## src/rtl/sram_frame_arbiter_pkg.sv

```systemverilog
// Shared SRAM types, request constants and
// arbiter state encoding for the frame arbiter.
package sram_frame_arbiter_pkg;

  localparam int SRAM_ADDR_W = 20;
  localparam int SRAM_DATA_W = 16;

  typedef logic [SRAM_ADDR_W-1:0] SramAddress_t;
  typedef logic [SRAM_DATA_W-1:0] SramData_t;

  typedef struct packed {
    SramAddress_t address;
    SramData_t    dout;
    logic         den;
    logic         we_n;
    logic         oe_n;
  } SramRequest_t;

  typedef struct packed {
    SramData_t din;
    logic      done;
  } SramResult_t;

  localparam SramRequest_t SRAM_IDLE_REQUEST = '{
    address: '0,
    dout:    '0,
    den:     1'b0,
    we_n:    1'b1,
    oe_n:    1'b1
  };

  typedef enum logic [1:0] {
    IDLE,
    DRAIN,
    WAIT_VB,
    SWAP
  } ArbState_t;

  // One queued pixel write.
  typedef struct packed {
    SramAddress_t offset;
    SramData_t    data;
  } WrEntry_t;

  localparam int WR_ENTRY_W = $bits(WrEntry_t);

  // Back-buffer write; the address wraps modulo 2^SRAM_ADDR_W.
  function automatic SramRequest_t write_request(
    input SramAddress_t base,
    input WrEntry_t     e
  );
    SramRequest_t r;
    r.address = base + e.offset;
    r.dout    = e.data;
    r.den     = 1'b1;
    r.we_n    = 1'b0;
    r.oe_n    = 1'b1;
    return r;
  endfunction

endpackage

```

## src/rtl/sram_frame_arbiter_sync_fifo.sv

```systemverilog
// First-word-fall-through synchronous FIFO
// with a registered occupancy count.
module sync_fifo #(
  parameter int WIDTH = 8,
  parameter int DEPTH = 16,
  localparam int AW = $clog2(DEPTH)
) (
  input  logic             clk,
  input  logic             rst,
  input  logic             push_i,
  input  logic             pop_i,
  input  logic [WIDTH-1:0] wdata_i,
  output logic [WIDTH-1:0] rdata_o,
  output logic             full_o,
  output logic             empty_o
);

  localparam logic [AW:0]   CNT_ONE = (AW+1)'(1);
  localparam logic [AW:0]   CNT_MAX = (AW+1)'(DEPTH);
  localparam logic [AW-1:0] PTR_ONE = AW'(1);

  logic [WIDTH-1:0] mem_q [DEPTH];
  logic [AW-1:0]    wr_ptr_q, wr_ptr_d;
  logic [AW-1:0]    rd_ptr_q, rd_ptr_d;
  logic [AW:0]      count_q, count_d;
  logic             do_push;
  logic             do_pop;

  assign full_o  = (count_q == CNT_MAX);
  assign empty_o = (count_q == '0);
  assign rdata_o = mem_q[rd_ptr_q];

  // Guard the handshakes and compute next pointers/count.
  always_comb begin
    do_push  = push_i && !full_o;
    do_pop   = pop_i && !empty_o;
    wr_ptr_d = wr_ptr_q;
    rd_ptr_d = rd_ptr_q;
    count_d  = count_q;
    if (do_push) wr_ptr_d = wr_ptr_q + PTR_ONE;
    if (do_pop)  rd_ptr_d = rd_ptr_q + PTR_ONE;
    case ({do_push, do_pop})
      2'b10:   count_d = count_q + CNT_ONE;
      2'b01:   count_d = count_q - CNT_ONE;
      default: count_d = count_q;
    endcase
  end

  // Storage array, no reset needed.
  always_ff @(posedge clk) begin
    if (do_push) mem_q[wr_ptr_q] <= wdata_i;
  end

  // Pointer and count registers; reset flushes.
  always_ff @(posedge clk or posedge rst) begin
    if (rst) begin
      wr_ptr_q <= '0;
      rd_ptr_q <= '0;
      count_q  <= '0;
    end else begin
      wr_ptr_q <= wr_ptr_d;
      rd_ptr_q <= rd_ptr_d;
      count_q  <= count_d;
    end
  end

endmodule

```

## src/rtl/sram_frame_arbiter.sv

```systemverilog
// SRAM port owner: scan-out reads win, queued
// pixel writes fill idle cycles, swaps in vblank.
module sram_frame_arbiter
  import sram_frame_arbiter_pkg::*;
#(
  parameter int           FIFO_DEPTH   = 16,
  parameter SramAddress_t BUFFER0_BASE = '0,
  parameter SramAddress_t BUFFER1_BASE = SramAddress_t'(307200)
) (
  input  logic         clk,
  input  logic         rst,
  input  SramRequest_t dispReq,
  output SramResult_t  dispResult,
  input  logic         dispPaintDone,
  output SramAddress_t frontBase,
  input  logic         wrValid,
  output logic         wrReady,
  input  SramAddress_t wrOffset,
  input  SramData_t    wrData,
  input  logic         swapReq,
  output logic         swapAck,
  output SramRequest_t ramRequest,
  input  SramResult_t  ramResult
);

  ArbState_t    state_q, state_d;
  SramAddress_t front_q, front_d;
  SramAddress_t back_q, back_d;
  logic         swap_en;

  logic         fifo_push;
  logic         fifo_pop;
  logic         fifo_full;
  logic         fifo_empty;
  WrEntry_t     fifo_wdata;
  WrEntry_t     fifo_head;

  assign fifo_push  = wrValid && wrReady;
  assign fifo_wdata = '{offset: wrOffset, data: wrData};

  sync_fifo #(
    .WIDTH (WR_ENTRY_W),
    .DEPTH (FIFO_DEPTH)
  ) u_fifo (
    .clk     (clk),
    .rst     (rst),
    .push_i  (fifo_push),
    .pop_i   (fifo_pop),
    .wdata_i (fifo_wdata),
    .rdata_o (fifo_head),
    .full_o  (fifo_full),
    .empty_o (fifo_empty)
  );

  assign dispResult = ramResult;
  assign frontBase  = front_q;

  // Port mux: display read, else FIFO head, else idle.
  always_comb begin
    ramRequest = SRAM_IDLE_REQUEST;
    fifo_pop   = 1'b0;
    if (!rst) begin
      if (!dispReq.oe_n) begin
        ramRequest = dispReq;
      end else if (!fifo_empty) begin
        fifo_pop   = 1'b1;
        ramRequest = write_request(back_q, fifo_head);
      end
    end
  end

  // State register.
  always_ff @(posedge clk or posedge rst) begin
    if (rst) state_q <= IDLE;
    else     state_q <= state_d;
  end

  // Next state; swapReq outside IDLE is dropped.
  always_comb begin
    state_d = state_q;
    unique case (state_q)
      IDLE:    if (swapReq)       state_d = DRAIN;
      DRAIN:   if (fifo_empty)    state_d = WAIT_VB;
      WAIT_VB: if (dispPaintDone) state_d = SWAP;
      SWAP:                       state_d = IDLE;
      default:                    state_d = IDLE;
    endcase
  end

  // FSM outputs: writer gate, ack pulse, swap strobe.
  always_comb begin
    wrReady = 1'b0;
    swapAck = 1'b0;
    swap_en = 1'b0;
    unique case (state_q)
      IDLE: wrReady = !rst && !fifo_full;
      SWAP: begin
        swapAck = 1'b1;
        swap_en = 1'b1;
      end
      default: ;
    endcase
  end

  // Exchange buffers as SWAP is left.
  always_comb begin
    front_d = swap_en ? back_q  : front_q;
    back_d  = swap_en ? front_q : back_q;
  end

  // Buffer base registers.
  always_ff @(posedge clk or posedge rst) begin
    if (rst) begin
      front_q <= BUFFER0_BASE;
      back_q  <= BUFFER1_BASE;
    end else begin
      front_q <= front_d;
      back_q  <= back_d;
    end
  end

endmodule

```

## config.mk

```make
export PLATFORM = sky130hd
export DESIGN_NAME = sram_frame_arbiter
export DESIGN_NICKNAME = d
export VERILOG_FILES = /design/src/rtl/sram_frame_arbiter_pkg.sv /design/src/rtl/sram_frame_arbiter_sync_fifo.sv /design/src/rtl/sram_frame_arbiter.sv
export SDC_FILE = /design/constraint.sdc
export NUM_CORES = 1
export LEC_CHECK = 0
export ABC_CLOCK_PERIOD_IN_PS = 8400
export CAP_MARGIN = 20
export CORE_ASPECT_RATIO = 0.75
export CORE_MARGIN = 10
export CORE_UTILIZATION = 50
export CTS_BUF_LIST = sky130_fd_sc_hd__clkbuf_2 sky130_fd_sc_hd__clkbuf_4 sky130_fd_sc_hd__clkbuf_8
export CTS_CLUSTER_DIAMETER = 120
export DETAILED_ROUTE_END_ITERATION = 8
export HOLD_SLACK_MARGIN = 0.02
export PLACE_DENSITY = 0.79
export SLEW_MARGIN = 10
export SYNTH_ARGS = -nofsm -noshare
export SYNTH_HDL_FRONTEND = slang
export SYNTH_SLANG_ARGS = --single-unit
```

## constraint.sdc

```tcl
create_clock -name clk -period 8.4 [get_ports clk]
set_input_delay 1.68 -clock clk [delete_from_list [all_inputs] [get_ports clk]]
set_output_delay 1.68 -clock clk [all_outputs]
set_load 0.02 [all_outputs]
```

* Yosys cells after proc, flatten, opt, wreduce, memory -nomap -nowiden
Memory sizes are Yosys's and may differ from the RTL's.
Index checks and enable logic that the tools add are counted.
** Storage, ports and cells
- Register bits after elaboration :: 55
- Latch bits :: 0
- Bits in writable memories :: 576
- ROM bits :: 0
- Input port bits :: 97
- Memories :: 1
** Cells by class
- $add $sub $neg :: 5
- $mul :: 0
- Div/mod/pow operators :: 0
- Magnitude comparators :: 0
- Equal/unequal tests :: 9
- Shift-type cells :: 0
- Muxes and demuxes :: 15
- Bitwise gates (word level) :: 0
- Reductions and logical operators :: 11
** Memories
- u_fifo.mem_q :: words 16, width 36, rd ports 1, clocked after memory_dff 0, write ports 1, line sram_frame_arbiter_sync_fifo.sv:22 : logic [WIDTH-1:0] mem_q [DEPTH];
** Operator list (count)
- $mux 39 :: 3
- $add 20x20->20 :: 1
- $pmux 5 s2 :: 1
- $add 4x1->4 const B :: 2
- $pmux 2 s4 :: 1
- $mux 1 :: 7
- $eq 2x2->1 const B :: 3
- $mux 2 :: 3
- $ne 2x2->1 const B :: 3
- $add 5x1->5 const B :: 1
- $eq 5x5->1 const B :: 1
- $logic_not 5->1 :: 1
- $sub 5x1->5 const B :: 1
- $eq 2x1->1 const B :: 2
- $logic_and 1x1->1 :: 4
- $logic_not 1->1 :: 3
- $reduce_and 3->1 :: 1
- $logic_not 2->1 :: 1
- $reduce_bool 2->1 :: 1

* Logic depth before layout (Yosys ltp)
Gate-level depths: netlist of run 1.
- Depth after elaboration :: 8
- Depth in mapped cells :: 15
- Mapped depth without buffers :: 13

* Hierarchy
From an unflattened synthesis of run 1, not the netlist that was laid out.
** Second synthesis, totals
- Cells, all modules :: 1502
- Area total of the unflattened synthesis :: 26435.4 µm²
** Modules (own cells, without submodules)
- sync_fifo :: times used 1, cells each 1164, area each 23223.5 µm²
- sram_frame_arbiter :: times used 1, cells each 338, area each 3211.8 µm²

* Worst setup path before layout of run 1
No wires, ideal clock.
- Path type :: in2reg
- From :: input port rst
- To :: memory u_fifo.mem_q[2][0] (netlist name), enable pin
- Arrival :: 6.261 ns
- Slack :: 1.620 ns
- Stages :: 5
- Buffers on the path :: 1
- Path through :: nor3_1 and2_1 clkbuf_1 inv_1 nor4_1
** On the way
- Longest elaborated chain between the ends :: 7
** Ends and longest elaborated chain
- start, declared :: line sram_frame_arbiter.sv:11 : input logic rst,
- $logic_not 1->1 (no line)
- $logic_and 1x1->1 :: line sram_frame_arbiter.sv:96 : IDLE: wrReady = !rst && !fifo_full;
- $mux 1 :: line sram_frame_arbiter.sv:95 : unique case (state_q)
- $logic_and 1x1->1 :: line sram_frame_arbiter.sv:38 : assign fifo_push = wrValid && wrReady;
- $logic_and 1x1->1 :: line sram_frame_arbiter_sync_fifo.sv:35 : do_push = push_i && !full_o;
- $mux 1 :: line sram_frame_arbiter_sync_fifo.sv:51 : if (do_push) mem_q[wr_ptr_q] <= wdata_i;
- $mux 1 (implied by the code) :: line sram_frame_arbiter_sync_fifo.sv:51
- end, declared :: line sram_frame_arbiter_sync_fifo.sv:22
Every way passes these cells.

==> impl_metrics.tcl, run 1 <==
set metrics [dict create \
    grt_overflow 0 \
    numPortBuffers 140 \
    cts_root_buffer "clkbuf_8" \
    avgSynthCellArea_sq_um 21.3 \
    cp_cell_sequence "buf_12 -> mux4_2 -> mux4_2 -> ha_1 -> a21o_1 -> a221oi_1 -> a21boi_1 -> a21boi_0 -> o21bai_1 -> xnor2_1 -> o21ai_0 -> clkdlybuf4s50_1" \
    htreeDepth 3 \
    grt_pass1_vias 13400 \
    finalSetupViolations 0 \
    worst_pin_slew_ns 1.03 \
    dieHeight_um 215 \
    synth_area_leader_cell "edfxtp_1" \
    detail-route-antenna-nets 0 \
    critPathMaxFanout 37 \
    antenna_found_initial 6 \
    boundaryPins 175 \
    cpLargestDelayFamily "compound AO/OA/AOI/OAI gates" \
    cts_buffers 93 \
    outcome "finished, final reports clean" \
    clk_pin_slew_worst_paths_ns 0.06 \
    synth_warnings 0 \
    core-area_sq_um 50200 \
    clkLatencyLatePin_ns 0.69 \
    synth_edf_count 576 \
    post-route-min-period_ns 7.65 \
    fin_skew_ns 0.0436 \
    syn_nets 1327 \
    firstDrtPassIters 6 \
    wl_um 58900 \
    top_usage_layer "met2" \
    nFillCells 3408 \
    drt_iter0_markers 1663 \
    areaGrowthSynthToFinish_pct 16.0 \
    path_buf_inv 2 \
    worstHoldPathType "flip-flop to flip-flop" \
    cts_setup_buffers 0 \
    final_cell_mix "edfxtp_1 (576), mux4_2 (179), clkdlybuf4s50_1 (140)" \
    max_slew_margin 0.316 \
    cpPeakStageDelay_ns 0.92 \
    cts_buffer_depth 3 \
    vias 13000 \
    drc 0 \
    drv_slew 0 \
    end_kind "output pin" \
    rsz0062_at_grt "false" \
    cellLeakagePower_nw 9.78 \
    grt_max_degree 56 \
    syn_area_sq_um 25400 \
    syn_inst 1195 \
    holdBufCountCts 0 \
    cts.sinks 631 \
    dieArea_sq_um 60300 \
    cts_resized 0 \
    post-route-period-util 0.910 \
    fin_total_pwr_mw 8.56 \
    synth_top_area_share 0.681 \
    synth_ff_type "edfxtp_1" \
    met2_usage 0.314 \
    grtUsageMet1 0.261 \
    setup_ws_ns 0.755 \
    layout_commonest_cell "edfxtp_1" \
    async_flop_share 0.0872 \
    crit_required_ns 6.72 \
    synth.ff_latch_count 631 \
    place_congestion 0.846 \
    tns_ns 0 \
    rows 71 \
    avgViaCountPerCell 6.13 \
    dieWidth_um 280 \
    synth_area_leaders "edfxtp_1 (68%), mux4_2 (16%), dfrtp_1 (5.0%)" \
    wl_per_cell_um 27.8 \
    vdd_ir_drop_max_uv 142 \
    cts_tree "yes" \
    crit_top_cell "mux4_2" \
    dp_slack_ns 1.43 \
    initial_core_util 0.506 \
    grt_usage 0.196 \
    crit_type "flip-flop to output pin" \
    grt_pass1_wl_um 87600 \
    drive_gt1_frac 0.293 \
    p_per_area_nw_per_um2 290 \
    ys_seq_area_frac 0.735 \
    fin_nets 1521 \
    cp_slowest_cell "dfrtp_4" \
    dp_hpwl_um 33700 \
    use_met3 0.0521 \
    max_freq_ghz 0.131 \
    drv_cap 0 \
    hold_violations 0 \
    worstPathArrival_ns 5.97 \
    synth_cell_types 50 \
    startpoint_type "flip-flop" \
]
-- flip-flops by register name, summed over array words and instances, names as in the netlist --
name	cells
u_fifo.wr_ptr_q	4
state_q	2
u_fifo.mem_q	576
u_fifo.count_q	5
back_q	20
u_fifo.rd_ptr_q	4
frontBase	20
-- per-stage QoR --
| stage | area [sq um] | hold slack, ns | cells | util |
|---|---|---|---|---|
| floorplan | 25400 | 0.472 | 1195 | - |
| global placement | 27600 | 0.495 | 1951 | 0.551 |
| detailed placement | 27600 | 0.518 | 1951 | 0.551 |
| CTS | 29500 | 0.533 | 2116 | 0.587 |
| global route | 29500 | 0.555 | 2118 | 0.587 |
| finish | 29500 | 0.532 | 2118 | 0.587 |
-- logic make-up (layout without fill, tap and decap cells) --
| kind of cell | after synthesis | in the layout | share of synthesized area |
|---|---|---|---|
| AOI/OAI and AO/OA | 97 | 97 | 0.0251 |
| xor gates and xnor gates | 26 | 26 | 0.00896 |
| adders and majority gates | 35 | 35 | 0.0178 |
| buffers and inverters | 94 | 358 | 0.0184 |
| DFF | 631 | 631 | 0.735 |
| muxes | 223 | 223 | 0.178 |
| other | 0 | 2 | 0 |
| and+or+nand+nor | 89 | 89 | 0.0167 |
-- where the power goes --
| part | switching, mW | internal [mW] | total, mW | leakage, nW |
|---|---|---|---|---|
| Sequential | 0.189 | 3.51 | 3.70 | 5.90 |
| Clock | 1.13 | 1.29 | 2.41 | 0.957 |
| Combinational | 1.19 | 1.25 | 2.45 | 2.93 |
-- tightest hold or removal path, cell delays in order, from the launching register on --
cell	delay, ns
dfrtp_1	0.37
nand2_1	0.06
o21ai_0	0.06
-- final timing paths --
path                       cells past startpoint                           start                             end  slack [ns]
max reg2reg                                   13          state_q[0]$_DFFE_PP0P_   u_fifo.count_q[4]$_DFFE_PP0P_        5.03
max                                           12  u_fifo.rd_ptr_q[0]$_DFFE_PP0P_                  ramRequest[33]        0.75
min                                            2   u_fifo.count_q[3]$_DFFE_PP0P_   u_fifo.count_q[3]$_DFFE_PP0P_        0.53
min in group asynchronous                      3                             rst   u_fifo.count_q[4]$_DFFE_PP0P_        1.69
min reg2reg                                    2   u_fifo.count_q[3]$_DFFE_PP0P_   u_fifo.count_q[3]$_DFFE_PP0P_        0.53
max in group asynchronous                      3                             rst  u_fifo.rd_ptr_q[1]$_DFFE_PP0P_        6.10
-- Yosys cell counts (2+ instances only) --
library cell / number
o21bai_1: 2
a22o_1: 18
nand3_1: 3
mux4_2: 179
ha_1: 33
or3_1: 2
nand4_1: 4
nand2_1: 36
and4_1: 2
dfrtp_1: 51
buf_6: 3
a21boi_0: 2
mux2_2: 42
a21oi_1: 24
nor2_1: 14
fa_1: 2
nor3_1: 8
edfxtp_1: 576
o21ai_0: 26
and3_1: 5
mux2i_1: 2
and2_1: 5
o31ai_1: 2
a31oi_1: 2
a211oi_1: 2
nor4_1: 4
inv_1: 18
buf_1: 7
buf_2: 17
buf_4: 19
xnor2_1: 14
dfstp_2: 4
xor2_1: 12
nor2b_1: 3
a21o_1: 7
o211ai_1: 2
clkbuf_1: 30
-- cell type report --
cell class	instances	area, sq um	area share
Inverter	18	67.6	0.00229
Sequential cell	631	18700	0.634
Multi-Input combinational cell	470	6370	0.216
Clock buffer	124	1540	0.0522
Timing Repair Buffer	175	1690	0.0573
Tap cell	657	822	0.0279
Clock inverter	41	288	0.00977
Antenna cell	2	5.00	0.000170
-- metal layers --
layer | routed length [um] | vias up
met2 | 29100 | 700
li1 | - | 5358
met4 | 1250 | 8
met5 | 46 | -
met1 | 22800 | 6800
met3 | 5700 | 111
Note: power is estimated with default switching activity, not from simulation.
==> run 2, diff against run 1 <==
--- a/config.mk
+++ b/config.mk
@@ -6,13 +6,13 @@
 export NUM_CORES = 1
 export LEC_CHECK = 0
 export ABC_CLOCK_PERIOD_IN_PS = 8400
-export CAP_MARGIN = 20
 export CORE_ASPECT_RATIO = 0.75
 export CORE_MARGIN = 10
 export CORE_UTILIZATION = 50
 export CTS_BUF_LIST = sky130_fd_sc_hd__clkbuf_2 sky130_fd_sc_hd__clkbuf_4 sky130_fd_sc_hd__clkbuf_8
 export CTS_CLUSTER_DIAMETER = 120
 export DETAILED_ROUTE_END_ITERATION = 8
+export GPL_TIMING_DRIVEN = 0
 export HOLD_SLACK_MARGIN = 0.02
 export PLACE_DENSITY = 0.79
 export SLEW_MARGIN = 10
==> impl_metrics.tcl, run 2 (synthesis results as in run 1) <==
set metrics [dict create \
    hold_violations 0 \
    post-route-min-period_ns 8.19 \
    holdBufCountCts 0 \
    max_freq_ghz 0.122 \
    crit_type "flip-flop to output pin" \
    tns_ns 0 \
    fin_skew_ns 0.0400 \
    drv_cap 0 \
    cp_cell_sequence "buf_2 -> clkdlybuf4s15_2 -> clkbuf_2 -> mux4_2 -> mux4_2 -> ha_1 -> fa_1 -> a21o_1 -> a221oi_2 -> a21boi_1 -> a21boi_1 -> o41ai_1 -> xnor2_1 -> o21ai_0 -> clkdlybuf4s50_1" \
    worstPathArrival_ns 6.51 \
    dp_slack_ns 0.196 \
    crit_required_ns 6.72 \
    dieWidth_um 280 \
    vdd_ir_drop_max_uv 146 \
    dieArea_sq_um 60300 \
    grt_max_degree 33 \
    layout_commonest_cell "edfxtp_1" \
    finalSetupViolations 0 \
    rows 71 \
    detail-route-antenna-nets 0 \
    grt_pass1_vias 14000 \
    place_congestion 0.859 \
    final_cell_mix "edfxtp_1 (576), mux4_2 (179), clkdlybuf4s50_1 (157)" \
    holdWs_ns 0.530 \
    wl_per_cell_um 28.0 \
    initial_core_util 0.506 \
    critPathMaxFanout 10 \
    drt_iter0_markers 1835 \
    grt_overflow 0 \
    firstDrtPassIters 6 \
    dp_hpwl_um 43000 \
    cts_resized 12 \
    worst_pin_slew_ns 1.18 \
    numPortBuffers 157 \
    drc 0 \
    p_per_area_nw_per_um2 290 \
    areaGrowthSynthToFinish_pct 19.7 \
    cts_root_buffer "clkbuf_8" \
    cpPeakStageDelay_ns 0.63 \
    cts_setup_buffers 0 \
    worstHoldPathType "flip-flop to flip-flop" \
    end_kind "output pin" \
    startpoint_type "flip-flop" \
    clkLatencyLatePin_ns 0.69 \
    cellLeakagePower_nw 10.3 \
    cts_buffer_depth 3 \
    antenna_found_initial 1 \
    clk_pin_slew_worst_paths_ns 0.07 \
    largest_register_ffs 576 \
    rsz0062_at_grt "false" \
    post-route-period-util 0.975 \
    outcome "finished, final reports clean" \
    avgViaCountPerCell 6.10 \
    cts_tree "yes" \
    cpLargestDelayFamily "buffers and inverters" \
    cp_slowest_cell "clkdlybuf4s50_1" \
    max_slew_margin 0.205 \
    drive_gt1_frac 0.310 \
    cts.sinks 631 \
    fin_util 0.606 \
    nFillCells 3361 \
    grt_usage 0.207 \
    largest-register "u_fifo.mem_q" \
    n_antenna_cell 0 \
    boundaryPins 175 \
    dieHeight_um 215 \
    drv_slew 0 \
    fin_total_pwr_mw 8.83 \
    htreeDepth 3 \
    r2r_setup_slack_ns 4.31 \
    cts_buffers 91 \
    vias 13600 \
    fin_nets 1640 \
    wl_um 62700 \
    path_buf_inv 4 \
    core-area_sq_um 50200 \
    setup_ws_ns 0.210 \
    grt_pass1_wl_um 92100 \
]
run 2: changes by cell type in the layout (fill, tap and decap cells not counted), sizes merged, moves of 2 or more:
| cell | before | now |
|---|---|---|
| clkbuf | 124 | 146 |
| bufinv | 3 | 5 |
| diode | 2 | 0 |
| clkdlybuf4s15 | 0 | 2 |
| buf | 35 | 107 |
| inv | 20 | 22 |
| clkinv | 33 | 37 |
| clkdlybuf4s50 | 140 | 157 |
run 2: worst paths after layout:
check                                                from                       endpoint  depth (start not counted)
max reg2reg                 u_fifo.count_q[0]$_DFFE_PP0P_  u_fifo.count_q[4]$_DFFE_PP0P_                         11
max in group asynchronous                             rst         back_q[13]$_DFFE_PP1P_                          3
min reg2reg                 u_fifo.count_q[2]$_DFFE_PP0P_  u_fifo.count_q[2]$_DFFE_PP0P_                          2
min                         u_fifo.count_q[2]$_DFFE_PP0P_  u_fifo.count_q[2]$_DFFE_PP0P_                          2
max                        u_fifo.rd_ptr_q[1]$_DFFE_PP0P_                 ramRequest[37]                         15
min in group asynchronous                             rst       frontBase[2]$_DFFE_PP0P_                          2
run 2: per-stage QoR:
stage	std cells	cell area (sq um)
finish	2236	30400
global route	2236	30400
CTS	2236	30400
detailed placement	2072	28600
global placement	2009	27800
floorplan	1195	25400
run 2: layer usage:
layer / part of all wire / global-route usage / vias to the layer above
li1: - / - / 5590
met1: 0.39 / 0.284 / 7110
met3: 0.11 / 0.0644 / 102
met5: 0.00022 / 0 / -
met4: 0.017 / 0.0476 / 2
met2: 0.48 / 0.323 / 839
run 2: area by class of cell:
cell class	instances	area (sq um)	share of cell area
inverters	18	67.6	0.00222
repair buffers	220	2260	0.0742
clock buffers	116	1450	0.0475
flip-flops and latches	631	18700	0.614
plain buffers	76	428	0.0141
multi-input cells	470	6350	0.209
clock inverters	48	369	0.0121
well taps	657	822	0.0270
run 2: where the power goes:
part           leakage, nW  switching [mW]  internal [mW]
Combinational         3.44            1.52           1.31
Clock                0.951            1.16           1.29
Sequential            5.90          0.0415           3.51
run 2: worst register-to-register path, cell delays in order, from the launching register on:
cell	delay (ns)
dfrtp_1	0.43
or4_1	0.60
o211ai_1	0.50
inv_1	0.32
clkbuf_1	0.49
ha_1	0.48
fa_1	0.44
a21o_1	0.17
a21oi_1	0.17
xor2_1	0.16
nor2_1	0.07
xnor2_1	0.14
